===== src/rtl/seven_seg_pkg.sv =====
`default_nettype none
// ============================================================================
//  Module      : seven_seg_pkg
//  Description : Shared types and constants for the multiplexed seven-segment
//                display driver: segment bit indices, the seg_t bus type and
//                the active-high hex-to-segment table.
//  Revision    : 1.0 - initial release
// ============================================================================
package seven_seg_pkg;

    // One bit per segment, bit0 = a ... bit6 = g.
    typedef logic [6:0] seg_t;

    localparam int SEG_A = 0;
    localparam int SEG_B = 1;
    localparam int SEG_C = 2;
    localparam int SEG_D = 3;
    localparam int SEG_E = 4;
    localparam int SEG_F = 5;
    localparam int SEG_G = 6;

    // Active-high glyphs for 0..F (lower-case b and d so they differ from 8/0).
    localparam seg_t c_hex_table [16] = '{
        7'h3F,  // 0 : a b c d e f
        7'h06,  // 1 : b c
        7'h5B,  // 2 : a b d e g
        7'h4F,  // 3 : a b c d g
        7'h66,  // 4 : b c f g
        7'h6D,  // 5 : a c d f g
        7'h7D,  // 6 : a c d e f g
        7'h07,  // 7 : a b c
        7'h7F,  // 8 : all
        7'h6F,  // 9 : a b c d f g
        7'h77,  // A : a b c e f g
        7'h7C,  // b : c d e f g
        7'h39,  // C : a d e f
        7'h5E,  // d : b c d e g
        7'h79,  // E : a d e f g
        7'h71   // F : a e f g
    };

endpackage
`default_nettype wire


===== src/rtl/seven_seg_scan_if.sv =====
`default_nettype none
// ============================================================================
//  Module      : seven_seg_scan_if
//  Description : Bundle between user logic and the display driver.
//                master : user side (drives load/value/dp_in/lz_en,
//                         observes the scan outputs)
//                slave  : display driver side
//                Ports  : load, value[4*DIGITS], dp_in[DIGITS], lz_en,
//                         seg[7], dp, an[DIGITS], frame, pending
//  Revision    : 1.0 - initial release
// ============================================================================
interface seven_seg_scan_if
    import seven_seg_pkg::*;
#(
    parameter int DIGITS = 4
);
    logic                  load;
    logic [4*DIGITS-1:0]   value;
    logic [DIGITS-1:0]     dp_in;
    logic                  lz_en;
    seg_t                  seg;
    logic                  dp;
    logic [DIGITS-1:0]     an;
    logic                  frame;
    logic                  pending;

    modport master (
        output load, value, dp_in, lz_en,
        input  seg, dp, an, frame, pending
    );

    modport slave (
        input  load, value, dp_in, lz_en,
        output seg, dp, an, frame, pending
    );

endinterface
`default_nettype wire


===== src/rtl/seven_seg_hex.sv =====
`default_nettype none
// ============================================================================
//  Module      : seven_seg_hex
//  Description : Combinational nibble to active-high segment decode.
//                Ports : i_nibble[4] in, o_seg[7] out (bit0 = a)
//  Revision    : 1.0 - initial release
// ============================================================================
module seven_seg_hex
    import seven_seg_pkg::*;
(
    input  wire logic [3:0] i_nibble,
    output seg_t            o_seg
);

    always_comb begin
        o_seg = c_hex_table[i_nibble];
    end

endmodule
`default_nettype wire


===== src/rtl/seven_seg_scan.sv =====
`default_nettype none
// ============================================================================
//  Module      : seven_seg_scan
//  Description : Multiplexed N-digit seven-segment driver. Captures a hex
//                value into a pending register and commits it to the display
//                register only at the scan wrap, so a frame never tears.
//                Supports leading-zero blanking, a one-cycle dead time at the
//                end of every digit slot and selectable output polarity.
//                Ports : clk, rst (sync, active-high),
//                        bus (seven_seg_scan_if.slave):
//                          load, value, dp_in, lz_en  -> in
//                          seg, dp, an, frame, pending -> out
//  Revision    : 1.0 - initial release
// ============================================================================
module seven_seg_scan
    import seven_seg_pkg::*;
#(
    parameter int DIGITS     = 4,
    parameter int DIV        = 1000,
    parameter int ACTIVE_LOW = 1
)(
    input  wire logic          clk,
    input  wire logic          rst,
    seven_seg_scan_if.slave    bus
);

    localparam int c_cnt_w = $clog2(DIV);
    localparam int c_idx_w = (DIGITS > 1) ? $clog2(DIGITS) : 1;

    // ------------------------------------------------------------------
    // Blank mask: digit i is dark when it and every digit to its left are
    // zero. Digit 0 is never blanked so a zero value still shows "0".
    // ------------------------------------------------------------------
    function automatic logic [DIGITS-1:0] blank_mask(
        input logic [4*DIGITS-1:0] val,
        input logic                lz
    );
        logic [DIGITS-1:0] m;
        logic              all_zero;
        m        = '0;
        all_zero = 1'b1;
        for (int i = DIGITS - 1; i >= 1; i--) begin
            all_zero = all_zero & (val[4*i +: 4] == 4'h0);
            m[i]     = lz & all_zero;
        end
        return m;
    endfunction

    // Scan state
    logic [c_cnt_w-1:0]   r_cnt;
    logic [c_idx_w-1:0]   r_idx;

    // Pending (staging) and display registers
    logic [4*DIGITS-1:0]  r_pend_val;
    logic [DIGITS-1:0]    r_pend_dp;
    logic                 r_pend_lz;
    logic                 r_pend_valid;
    logic [4*DIGITS-1:0]  r_disp_val;
    logic [DIGITS-1:0]    r_disp_dp;
    logic [DIGITS-1:0]    r_blank;

    // Output registers (already polarity adjusted)
    seg_t                 r_seg;
    logic                 r_dp;
    logic [DIGITS-1:0]    r_an;
    logic                 r_commit_d;
    logic                 r_frame;

    logic                 w_slot_end;
    logic                 w_wrap;
    logic                 w_do_commit;
    logic [4*DIGITS-1:0]  w_src_val;
    logic [DIGITS-1:0]    w_src_dp;
    logic                 w_src_lz;
    logic [3:0]           w_nibble;
    seg_t                 w_hex_seg;
    seg_t                 w_seg_ah;
    logic                 w_dp_ah;
    logic [DIGITS-1:0]    w_an_ah;
    seg_t                 w_seg_pol;
    logic                 w_dp_pol;
    logic [DIGITS-1:0]    w_an_pol;
    seg_t                 w_seg_idle;
    logic                 w_dp_idle;
    logic [DIGITS-1:0]    w_an_idle;

    assign w_slot_end = (r_cnt == c_cnt_w'(DIV - 1));
    assign w_wrap     = w_slot_end && (r_idx == c_idx_w'(DIGITS - 1));

    // A load coinciding with the wrap bypasses the pending register so the
    // newest value is what the next frame shows.
    assign w_src_val   = bus.load ? bus.value : r_pend_val;
    assign w_src_dp    = bus.load ? bus.dp_in : r_pend_dp;
    assign w_src_lz    = bus.load ? bus.lz_en : r_pend_lz;
    assign w_do_commit = w_wrap && (bus.load || r_pend_valid);

    // ------------------------------------------------------------------
    // Prescaler and digit index
    // ------------------------------------------------------------------
    always_ff @(posedge clk) begin
        if (rst) begin
            r_cnt <= '0;
            r_idx <= '0;
        end else if (w_slot_end) begin
            r_cnt <= '0;
            r_idx <= w_wrap ? '0 : r_idx + c_idx_w'(1);
        end else begin
            r_cnt <= r_cnt + c_cnt_w'(1);
        end
    end

    // ------------------------------------------------------------------
    // Pending register: last load before the wrap wins.
    // ------------------------------------------------------------------
    always_ff @(posedge clk) begin
        if (rst) begin
            r_pend_val   <= '0;
            r_pend_dp    <= '0;
            r_pend_lz    <= 1'b0;
            r_pend_valid <= 1'b0;
        end else if (w_wrap) begin
            r_pend_valid <= 1'b0;
        end else if (bus.load) begin
            r_pend_val   <= bus.value;
            r_pend_dp    <= bus.dp_in;
            r_pend_lz    <= bus.lz_en;
            r_pend_valid <= 1'b1;
        end
    end

    // ------------------------------------------------------------------
    // Display register and blank mask, updated only at the commit point.
    // ------------------------------------------------------------------
    always_ff @(posedge clk) begin
        if (rst) begin
            r_disp_val <= '0;
            r_disp_dp  <= '0;
            r_blank    <= '0;
        end else if (w_do_commit) begin
            r_disp_val <= w_src_val;
            r_disp_dp  <= w_src_dp;
            r_blank    <= blank_mask(w_src_val, w_src_lz);
        end
    end

    // ------------------------------------------------------------------
    // Active-digit selection and decode (single shared decoder)
    // ------------------------------------------------------------------
    assign w_nibble = r_disp_val[{r_idx, 2'b00} +: 4];

    seven_seg_hex u_hex (
        .i_nibble (w_nibble),
        .o_seg    (w_hex_seg)
    );

    // The last cycle of each slot turns everything off so the segment bus
    // can change without ghosting onto the neighbouring digit.
    always_comb begin
        w_seg_ah = w_hex_seg;
        w_dp_ah  = r_disp_dp[r_idx];
        w_an_ah  = DIGITS'(1) << r_idx;
        if (w_slot_end) begin
            w_seg_ah = '0;
            w_dp_ah  = 1'b0;
            w_an_ah  = '0;
        end else if (r_blank[r_idx]) begin
            w_seg_ah = '0;
            w_dp_ah  = 1'b0;
        end
    end

    // ------------------------------------------------------------------
    // Output polarity
    // ------------------------------------------------------------------
    if (ACTIVE_LOW != 0) begin : g_active_low
        assign w_seg_pol  = ~w_seg_ah;
        assign w_dp_pol   = ~w_dp_ah;
        assign w_an_pol   = ~w_an_ah;
        assign w_seg_idle = '1;
        assign w_dp_idle  = 1'b1;
        assign w_an_idle  = '1;
    end else begin : g_active_high
        assign w_seg_pol  = w_seg_ah;
        assign w_dp_pol   = w_dp_ah;
        assign w_an_pol   = w_an_ah;
        assign w_seg_idle = '0;
        assign w_dp_idle  = 1'b0;
        assign w_an_idle  = '0;
    end

    // frame is delayed twice from the wrap so it lines up with the first
    // registered output of digit 0 in the new frame.
    always_ff @(posedge clk) begin
        if (rst) begin
            r_seg      <= w_seg_idle;
            r_dp       <= w_dp_idle;
            r_an       <= w_an_idle;
            r_commit_d <= 1'b0;
            r_frame    <= 1'b0;
        end else begin
            r_seg      <= w_seg_pol;
            r_dp       <= w_dp_pol;
            r_an       <= w_an_pol;
            r_commit_d <= w_wrap;
            r_frame    <= r_commit_d;
        end
    end

    assign bus.seg     = r_seg;
    assign bus.dp      = r_dp;
    assign bus.an      = r_an;
    assign bus.frame   = r_frame;
    assign bus.pending = r_pend_valid;

endmodule
`default_nettype wire


===== src/flat_wrapper.sv =====
// flat-port wrapper written by rule: the top's interface ports become plain ports
module seven_seg_scan_flat import seven_seg_pkg::*;
#(
    parameter int DIGITS     = 4,
    parameter int DIV        = 1000,
    parameter int ACTIVE_LOW = 1
)
  (clk, rst, bus_load, bus_value, bus_dp_in, bus_lz_en, bus_seg, bus_dp, bus_an, bus_frame, bus_pending);
  seven_seg_scan_if #(.DIGITS(DIGITS)) bus_i ();
  input  wire logic clk;
  input  wire logic rst;
  input wire logic [$bits(bus_i.load)-1:0] bus_load;
  input wire logic [$bits(bus_i.value)-1:0] bus_value;
  input wire logic [$bits(bus_i.dp_in)-1:0] bus_dp_in;
  input wire logic [$bits(bus_i.lz_en)-1:0] bus_lz_en;
  output wire logic [$bits(bus_i.seg)-1:0] bus_seg;
  output wire logic [$bits(bus_i.dp)-1:0] bus_dp;
  output wire logic [$bits(bus_i.an)-1:0] bus_an;
  output wire logic [$bits(bus_i.frame)-1:0] bus_frame;
  output wire logic [$bits(bus_i.pending)-1:0] bus_pending;
  assign bus_i.load = bus_load;
  assign bus_i.value = bus_value;
  assign bus_i.dp_in = bus_dp_in;
  assign bus_i.lz_en = bus_lz_en;
  assign bus_seg = bus_i.seg;
  assign bus_dp = bus_i.dp;
  assign bus_an = bus_i.an;
  assign bus_frame = bus_i.frame;
  assign bus_pending = bus_i.pending;
  seven_seg_scan #(.DIGITS(DIGITS), .DIV(DIV), .ACTIVE_LOW(ACTIVE_LOW)) u_core (.clk(clk), .rst(rst), .bus(bus_i));
endmodule

===== config.mk =====
export PLATFORM = sky130hd
export DESIGN_NAME = seven_seg_scan_flat
export DESIGN_NICKNAME = d
export VERILOG_FILES = /design/src/rtl/seven_seg_pkg.sv /design/src/rtl/seven_seg_scan_if.sv /design/src/rtl/seven_seg_hex.sv /design/src/rtl/seven_seg_scan.sv /design/src/flat_wrapper.sv
export SDC_FILE = /design/constraint.sdc
export NUM_CORES = 1
export LEC_CHECK = 0
export CORE_MARGIN = 5
export CORE_UTILIZATION = 55
export DETAILED_ROUTE_END_ITERATION = 10
export PLACE_DENSITY = 0.78
export REMOVE_ABC_BUFFERS = 1
export SLEW_MARGIN = 10
export SYNTH_ARGS = -nofsm -noshare
export SYNTH_HDL_FRONTEND = slang
export SYNTH_SLANG_ARGS = --single-unit
export TNS_END_PERCENT = 5

===== constraint.sdc =====
create_clock -name clk -period 3.4 [get_ports clk]
set_clock_uncertainty 0.15 [all_clocks]
set_input_delay 0.68 -clock clk [delete_from_list [all_inputs] [get_ports clk]]
set_output_delay 0.68 -clock clk [all_outputs]
set_load 0.01 [all_outputs]

* Yosys cells after proc, flatten, opt, wreduce, memory -nomap -nowiden
Memory sizes are Yosys's and may differ from the RTL's.
Cells that the tools add are included.
Widths: inputs -> output; s select.
** Cells by class
- $add $sub $neg :: 2
- Order comparisons :: 2
- Eq/ne operators :: 2
- Shifts and indexed selects :: 2
- Multiplexer cells :: 15
- Bitwise logic cells :: 9
- Reduce and logical (&&, ||, !) cells :: 8
** Operator list (count)
- $mux 7 :: 4
- $mux 16 :: 1
- $shiftx 16x5->4 :: 1
- $logic_not 4->1 :: 3
- $add 10x1->10 const B :: 1
- $eq 10x10->1 const B :: 1
- $mux 4 :: 2
- $not 7->7 :: 1
- $and 1x1->1 :: 5
- $ge 5x5->1 const B :: 1
- $mux 1 :: 5
- $not 4->5 :: 1
- $bmux 1 s2 :: 2
- $not 4->4 :: 1
- $reduce_or 2->1 :: 2
- $shl 1x2->4 const A :: 1
- $lt 2x3->1 const B :: 1
- $add 2x1->2 const B :: 1
- $eq 2x2->1 const B :: 1
- $logic_and 1x1->1 :: 2
- $mux 2 :: 1
- $logic_or 1x1->1 :: 1
- $not 1->1 :: 1
** Word-level totals
- Register bits after elaboration :: 71
- Memory bits (read-only) :: 112
- Bits of input ports :: 24
- Output and inout bits :: 14
- Logic and storage cells :: 55
- Memories :: 1
** Memory list
- (no name shown) :: depth 16, bits a word 7, rd ports 1, clocked after Yosys merged registers in 0, write ports 0, RTL line seven_seg_hex.sv:16 : o_seg = c_hex_table[i_nibble];

* Longest topological paths before layout
Gate-level depths: netlist of run 1.
- Depth after elaboration :: 8
- Gate-level depth with buffers :: 8
- Gate-level depth less buffers :: 7

* By module
From an unflattened synthesis of run 1, not the netlist that was laid out.
** Unflattened totals
- Cells, all modules :: 341
- Area total of the unflattened synthesis :: 3350.7 um2
** Modules (own cells, without submodules)
- seven_seg_scan :: instances 1, cells each 308, area each 3062.9 um2, sequential area each 1421.4 um2
- seven_seg_hex :: instances 1, cells each 33, area each 287.8 um2, sequential area each 0.0 um2

* Worst setup path before layout of run 1
OpenSTA, ideal clock, no wires.
- Path kind :: input port to flip-flop
- From :: input port rst
- To :: register u_core.r_seg[4], in the netlist u_core.bus.seg[4]
- Setup time :: 0.161 ns
- Data arrival time :: 1.844 ns
- Data required time :: 3.089 ns
- Path slack :: 1.246 ns
- Cell stages on the path :: 5
- Path buffers :: 2
- Cell sequence :: clkbuf_1 -> or2_2 -> buf_2 -> a311oi_2 -> o311ai_0
** RTL lines
- start: declaration :: RTL line flat_wrapper.sv:11 : input wire logic rst;
- end signal: assignment :: RTL line seven_seg_scan.sv:195 : r_seg <= w_seg_idle;
- end signal: assignment :: RTL line seven_seg_scan.sv:201 : r_seg <= w_seg_pol;
- end: declaration :: RTL line seven_seg_scan.sv:63 : seg_t r_seg;

* Worst setup path after layout of run 1
- From :: register u_core.r_idx[0]
- To :: register u_core.r_seg[0], in the netlist u_core.bus.seg[0]
** On the way
- Cells in the longest elaborated chain, start to end :: 8
- Elaborated cells between the ends (all ways) :: 10
- Those cells by class :: shift (1); mux (6); bitwise (2); memory (1)
** RTL lines
- start: declaration :: RTL line seven_seg_scan.sv:51 : logic [c_idx_w-1:0] r_idx;
- start signal: assignment :: RTL line seven_seg_scan.sv:106 : r_idx <= w_wrap ? '0 : r_idx + c_idx_w'(1);
- $shiftx 16x5->4 :: RTL line seven_seg_scan.sv:149 : assign w_nibble = r_disp_val[{r_idx, 2'b00} +: 4];
- $not 4->5 (implied by the code) :: RTL line seven_seg_hex.sv:16
- $mem_v2 16x7
- $mux 7 (implied by the code) (2 in a row) :: RTL line seven_seg_hex.sv:16
- $mux 7 * :: RTL line seven_seg_scan.sv:166 : end else if (r_blank[r_idx]) begin
- $mux 7 * :: RTL line seven_seg_scan.sv:162 : if (w_slot_end) begin
- $not 7->7 * :: RTL line seven_seg_scan.sv:176 : assign w_seg_pol = ~w_seg_ah;
Every way passes the cells marked *; elsewhere a longest branch is shown, timed or not. The select of a mux whose other input is x is not followed.
A chain may end at the register's enable or synchronous reset.

==> results of run 1 <==
per-stage QoR:
stage | hold slack, ps | instances | area (um2)
2_1_floorplan | 264 | 334 | 3220
3_3_place_gp | 269 | 450 | 3710
3_5_place_dp | 282 | 450 | 3710
4_1_cts | 298 | 465 | 3910
5_1_grt | 314 | 465 | 3910
6_report | 293 | 465 | 3910
worst register-to-register path, delay by kind of cell, from the launching register on:
family          cells  cell delay [ps]
compound gates      2              270
fa+ha+maj           1              290
buf+inv             1              190
flops               1              850
mux                 1              670
simple gates        2              290
state kept, by name, summed over array words and instances, names as in the netlist, 3 cells and up:
register,count
u_core.r_blank,3
u_core.r_disp_val,16
u_core.bus.an,4
u_core.r_disp_dp,4
u_core.r_pend_dp,4
u_core.r_cnt,10
u_core.r_pend_val,16
u_core.bus.seg,7
worst max-delay path by stage:
stage               slack, ps            start  cells past startpoint           endpoint
floorplan                 570  u_core.r_cnt[0]                      6  u_core.r_blank[2]
global placement          660  u_core.r_idx[0]                      7  u_core.bus.seg[0]
detailed placement        620  u_core.r_idx[0]                      7  u_core.bus.seg[0]
CTS                       610  u_core.r_idx[0]                      7  u_core.bus.seg[0]
global route              420  u_core.r_idx[0]                      7  u_core.bus.seg[0]
finish                    610  u_core.r_idx[0]                      7  u_core.bus.seg[0]
where the power goes:
group,internal (mW),switching [mW]
Sequential,0.853,0.0126
Combinational,0.0631,0.0687
Clock,0.374,0.302
synthesized netlist by cell type, types with 2 or more instances:
master | number | area (um2)
nor2b_1 | 2 | 12.5
buf_2 | 5 | 25.0
mux4_2 | 4 | 90.1
a21o_1 | 2 | 15.0
clkbuf_1 | 13 | 48.8
buf_12 | 3 | 60.1
xor2_1 | 3 | 26.3
ha_1 | 11 | 138
o21ai_0 | 7 | 35.0
or3_1 | 2 | 12.5
inv_1 | 4 | 15.0
dfxtp_1 | 71 | 1420
nor3_1 | 3 | 15.0
mux2i_1 | 30 | 300
a211oi_2 | 19 | 238
nand2b_1 | 2 | 12.5
xnor2_1 | 7 | 61.3
o221ai_1 | 3 | 26.3
nor4b_1 | 6 | 52.6
nor4_1 | 3 | 18.8
nand2_1 | 60 | 225
nor2_1 | 40 | 150
a211oi_1 | 2 | 15.0
a21oi_1 | 27 | 135
and3_1 | 4 | 25.0
mux2_2 | 2 | 22.5
nand3_1 | 8 | 40.0
per-layer routing:
layer  wire [um]  GRT usage, %  part of all wire, %  vias to the layer above
met5           0             0                    0                        -
met4         127          8.10                  1.9                        0
met3         310          3.72                  4.7                       11
met2        3020          28.5                   46                       59
met1        3110          24.8                   47                     1210
li1            -             -                    -                     1303
final cells by class:
type | count | area, um2 | area share (%)
clock buffers | 12 | 155 | 3.97
clock inverters | 3 | 42.5 | 1.09
inverters | 4 | 15.0 | 0.384
multi-input cells | 259 | 1790 | 45.7
flip-flops and latches | 71 | 1420 | 36.4
well taps | 75 | 93.8 | 2.40
repair buffers | 41 | 395 | 10.1
kinds of logic (layout without fill, tap and decap cells):
| logic type | count (synthesis) | in the layout | synth area share [%] |
|---|---|---|---|
| AND/OR/NAND/NOR | 136 | 136 | 18.6 |
| adder cells (fa/ha/maj) | 11 | 11 | 4.07 |
| XOR/XNOR | 10 | 10 | 2.59 |
| buffers and inverters | 28 | 60 | 5.07 |
| AO/OA/AOI/OAI | 66 | 66 | 15.4 |
| multiplexers | 36 | 36 | 12.2 |
| flip-flops | 71 | 71 | 42.1 |
cell usage in the layout, fill, tap and decap left out, drive strengths merged, types with 5 or more instances in the layout:
cell and n:
buf 5, nand2 60, dfxtp 71, nor4b 6, clkdlybuf4s50 36, a21oi 27
nand3 8, ha 11, a211oi 21, xnor2 7, o21ai 7, mux2i 30
nor2 40, clkbuf 12
==> impl_metrics.py, run 1 <==
metrics = {
    "outcome": {
        "status": "finished clean",
    },
    "setup_path": {
        "r2r_start": "u_core.r_idx[0]",
        "worst-path-max-fanout": 17,
        "path_cells": "mux4_2 -> inv_1 -> ha_1 -> nor4b_1 -> nor3_1 -> a22oi_1 -> o21ai_0",
        "path_class": "reg2reg",
        "rrSetupSlack_ps": 610,
        "r2r_end": "u_core.bus.seg[0]",
        "worst_ep_arrival_time_ps": 2900,
        "path_buf_inv": 1,
        "cp.required_ps": 3510,
        "critPathMaxStageDelay_ps": 850,
        "ff2ff_path_depth": 7,
        "crit_family": "flip-flops",
        "cp_slowest_cell": "dfxtp_1",
        "end_kind": "register",
        "cp-start-kind": "register",
    },
    "clocking": {
        "clk_latency_ps": 340,
        "hold_buffers": 0,
        "htree_levels": 3,
        "cts.clk_slew.worst_paths_ps": 70,
        "postCtsSetupRepairBufs": 0,
        "cts_root_buf": "clkbuf_8",
        "clockBufferDepth": 2,
        "cts_made_buffers": 9,
        "cts_tree": "done",
        "cts_resized": 0,
        "cts_sinks": 71,
    },
    "place": {
        "post-place-ws_ps": 621,
        "port_buffers": 37,
        "place_hpwl_mm": 4.59,
        "routabilityCongestion": 0.788,
    },
    "route": {
        "antenna_left": 0,
        "wl_mm": 6.56,
        "drc": 0,
        "drt-initial-drc-count": 113,
        "vias": 2583,
        "via_per_inst": 5.55,
        "post_drt_wl_per_cell_um": 14.1,
        "firstDrtPassIters": 4,
    },
    "floorplan": {
        "die_w_um": 88.4,
        "ios": 38,
        "die_area_um2": 7810,
        "coreArea_um2": 5960,
        "row_count": 28,
        "start_util_pct": 56.7,
        "die_y_um": 88.4,
    },
    "yosys": {
        "yosys_warnings": 0,
        "async_flop_share_pct": 0,
        "synth-seq-cells": 71,
        "syn_avg_cell_area_um2": 9.44,
        "netlist_area_um2": 3380,
        "yosysUniqueCellTypes": 42,
        "synthCells": 358,
        "synth-main-ff-cell": "dfxtp_1",
        "synth.yosys.seq_area_share_pct": 42.1,
        "synth_edf_count": 0,
    },
    "final_layout": {
        "syn2layout_area_growth_pct": 15.7,
        "final_util_pct": 65.7,
        "antennaDiodeCount": 0,
        "finalNetCount": 421,
        "drive_gt1_share_pct": 12.8,
        "nFillCells": 475,
    },
    "sta": {
        "finalCritPeriodShare_pct": 82.0,
        "rsz0062_at_grt": "no",
        "min_period_ps": 2790,
        "drv_slew": 0,
        "worstMarginPinSlew_ps": 814,
        "setup-tns-final_ps": 0,
        "timing.fmax_mhz": 359,
        "fin_ws_ps": 613,
        "max-slew-margin-rel_pct": 45.7,
        "setup_viol": 0,
        "finalHoldViolations": 0,
    },
    "job": {
        "max_cap_violations": 0,
    },
    "global_route": {
        "grt_pass1_wl_mm": 11.2,
        "antenna_found_initial": 0,
        "grt_usage_pct": 18.4,
        "overflow": 0,
        "grt_start_max_net_pins": 52,
        "grt_pass1_vias": 2405,
    },
    "hold_path": {
        "hold_depth": 1,
        "holdCritStartpoint": "u_core.r_commit_d",
        "min_to": "u_core.bus.frame",
        "min_path_type": "reg2reg",
    },
    "power": {
        "total_leakage_power_nw": 1.42,
        "max-vdd-ir-drop_uv": 259,
        "finalPower_mw": 1.67,
        "powerDensity_nw_per_um2": 428,
    },
}
(Power assumes the default switching activity.)
==> run 2: changes to the inputs <==
==> constraint.sdc (replaced) <==
create_clock -name clk -period 2.65 [get_ports clk]
set_clock_uncertainty 0.15 [all_clocks]
set_input_delay 0.53 -clock clk [delete_from_list [all_inputs] [get_ports clk]]
set_output_delay 0.53 -clock clk [all_outputs]
set_load 0.01 [all_outputs]
==> run 2 against run 1 <==
  * Sequential share of layout area is 0.55 points lower
  * Worst setup slack lost 310 ps
  * Cell count grew 1.1%
  * Critical endpoint is now u_core.bus.seg[5]
  * Highest routed layer unchanged
  * Critical path depth fell by 1
  * Total power is 32% higher
  * Combinational power grew 30%
==> impl_metrics.py, run 2 (synthesis gave the netlist of run 1 again) <==
metrics = {
    "final_layout": {
        "antennaDiodeCount": 0,
        "syn2layout_area_growth_pct": 17.5,
        "drive_gt1_share_pct": 14.2,
        "mostFrequentLayoutCells": "dfxtp_1, nand2_1, nor2_1",
        "finalNetCount": 425,
        "layout_commonest_cell": "dfxtp_1",
        "nFillCells": 517,
        "reg.largest.list": "u_core.r_disp_val (16), u_core.r_pend_val (16), u_core.r_cnt (10)",
        "fin_cells": 470,
    },
    "floorplan": {
        "die_y_um": 88.4,
        "die_w_um": 88.4,
        "row_count": 28,
        "die_area_um2": 7810,
        "coreArea_um2": 5960,
        "ios": 38,
        "start_util_pct": 56.7,
    },
    "sta": {
        "drv_slew": 0,
        "rsz0062_at_grt": "no",
        "finalCritPeriodShare_pct": 88.5,
        "timing.fmax_mhz": 426,
        "finalHoldViolations": 0,
        "min_period_ps": 2350,
        "setup-tns-final_ps": 0,
        "worstMarginPinSlew_ps": 619,
        "fin_hold_ws_ps": 291,
        "setup_viol": 0,
        "max-slew-margin-rel_pct": 58.7,
    },
    "route": {
        "antenna_left": 0,
        "drt-initial-drc-count": 85,
        "drc": 0,
        "firstDrtPassIters": 4,
        "wl_mm": 6.65,
        "via_per_inst": 5.46,
        "post_drt_wl_per_cell_um": 14.1,
        "vias": 2568,
    },
    "place": {
        "dp.cells": 454,
        "routabilityCongestion": 0.793,
        "port_buffers": 37,
        "place_hpwl_mm": 4.79,
    },
    "clocking": {
        "postCtsSetupRepairBufs": 0,
        "hold_buffers": 0,
        "cts_root_buf": "clkbuf_8",
        "cts_made_buffers": 9,
        "cts_sinks": 71,
        "htree_levels": 3,
        "clockBufferDepth": 2,
        "cts.clk_slew.worst_paths_ps": 80,
        "clk_latency_ps": 350,
        "cts_tree": "done",
        "cts_resized": 0,
    },
    "hold_path": {
        "min_path_type": "reg2reg",
        "min_to": "u_core.bus.frame",
        "holdCritStartpoint": "u_core.r_commit_d",
        "hold_depth": 1,
    },
    "setup_path": {
        "path_buf_inv": 0,
        "worst_ep_arrival_time_ps": 2380,
        "crit_family": "compound AO/OA/AOI/OAI gates",
        "ff2ff_path_depth": 6,
        "r2r_end": "u_core.bus.seg[5]",
        "rrSetupSlack_ps": 300,
        "worst-path-max-fanout": 9,
        "cp.required_ps": 2680,
        "r2r_start": "u_core.r_cnt[0]",
        "critPathMaxStageDelay_ps": 570,
        "cp-start-kind": "register",
        "end_kind": "register",
        "cp_slowest_cell": "a311oi_2",
        "path_class": "reg2reg",
        "path_cells": "ha_1 -> nand2_1 -> nor4_4 -> or2_2 -> a311oi_2 -> o221ai_1",
    },
    "global_route": {
        "antenna_found_initial": 0,
        "grt_usage_pct": 18.2,
        "grt_start_max_net_pins": 52,
        "grt_pass1_vias": 2431,
        "overflow": 0,
        "grt_pass1_wl_mm": 11.1,
    },
    "power": {
        "powerDensity_nw_per_um2": 554,
        "finalPower_mw": 2.20,
        "total_leakage_power_nw": 1.45,
        "max-vdd-ir-drop_uv": 452,
    },
    "outcome": {
        "status": "finished clean",
    },
    "job": {
        "max_cap_violations": 0,
    },
}
==> run 2: changes by cell type in the layout (fill, tap and decap cells not counted) <==
cell	delta
buf_4	+3
inv_6	+2
buf_12	+1
clkbuf_1	-1
clkinv_2	-1
clkinv_4	+1
==> run 2: per-stage QoR <==
step | setup slack [ps] | area, um2 | util, %
after detailed placement | 142 | 3750 | 63.0
after floorplan | -176 | 3220 | -
after global routing | 95.1 | 3970 | 66.7
after global placement | 221 | 3750 | 63.0
final | 305 | 3970 | 66.7
after CTS | 274 | 3970 | 66.7
==> run 2: layer usage <==
metal	vias up	routed length [um]	share of wire (%)	GRT usage, %
met4	0	113	1.7	7.69
met3	9	286	4.3	3.91
met2	43	3190	48	29.8
met1	1199	3060	46	23.2
met5	-	0	0	0
li1	1317	-	-	-
==> run 2: where the power goes <==
group	internal, mW	total [mW]	switching, mW
combinational	0.0819	0.172	0.0904
sequential	1.09	1.11	0.0164
clock	0.494	0.918	0.423
total	1.67	2.20	0.530
==> run 2: how the worst max path moves through the flow <==
stage,cells after the start,endpoint,from,slack (ps)
floorplan,6,u_core.r_blank[2],u_core.r_cnt[0],-180
global placement,6,u_core.r_disp_val[13],bus_load,220
detailed placement,6,u_core.r_disp_val[1],bus_load,140
CTS,6,u_core.bus.seg[5],u_core.r_cnt[0],270
global route,6,u_core.bus.seg[4],u_core.r_cnt[0],100
finish,6,u_core.bus.seg[5],u_core.r_cnt[0],300
==> run 2: layout make-up <==
type	instances	area (um2)	share of cell area (%)
Clock buffer	11	151	3.81
Clock inverter	5	63.8	1.61
Inverter	4	15.0	0.378
Multi-Input combinational cell	259	1790	45.0
Sequential cell	71	1420	35.8
Tap cell	75	93.8	2.36
Timing Repair Buffer	45	438	11.0
==> run 3: changes to the inputs <==
--- a/config.mk
+++ b/config.mk
@@ -5,6 +5,7 @@
 export SDC_FILE = /design/constraint.sdc
 export NUM_CORES = 1
 export LEC_CHECK = 0
+export ABC_CLOCK_PERIOD_IN_PS = 2650
 export CORE_MARGIN = 5
 export CORE_UTILIZATION = 55
 export DETAILED_ROUTE_END_ITERATION = 10
==> constraint.sdc (replaced) <==
create_clock -name clk -period 2.65 [get_ports clk]
set_clock_uncertainty 0.15 [all_clocks]
set_input_delay 0.53 -clock clk [delete_from_list [all_inputs] [get_ports clk]]
set_output_delay 0.53 -clock clk [all_outputs]
set_load 0.02 [all_outputs]
==> results of run 3 <==
The final DEF is identical to that of run 2. Status: finished clean.
Main changes from that run: total power 2.20 mW -> 2.21 mW
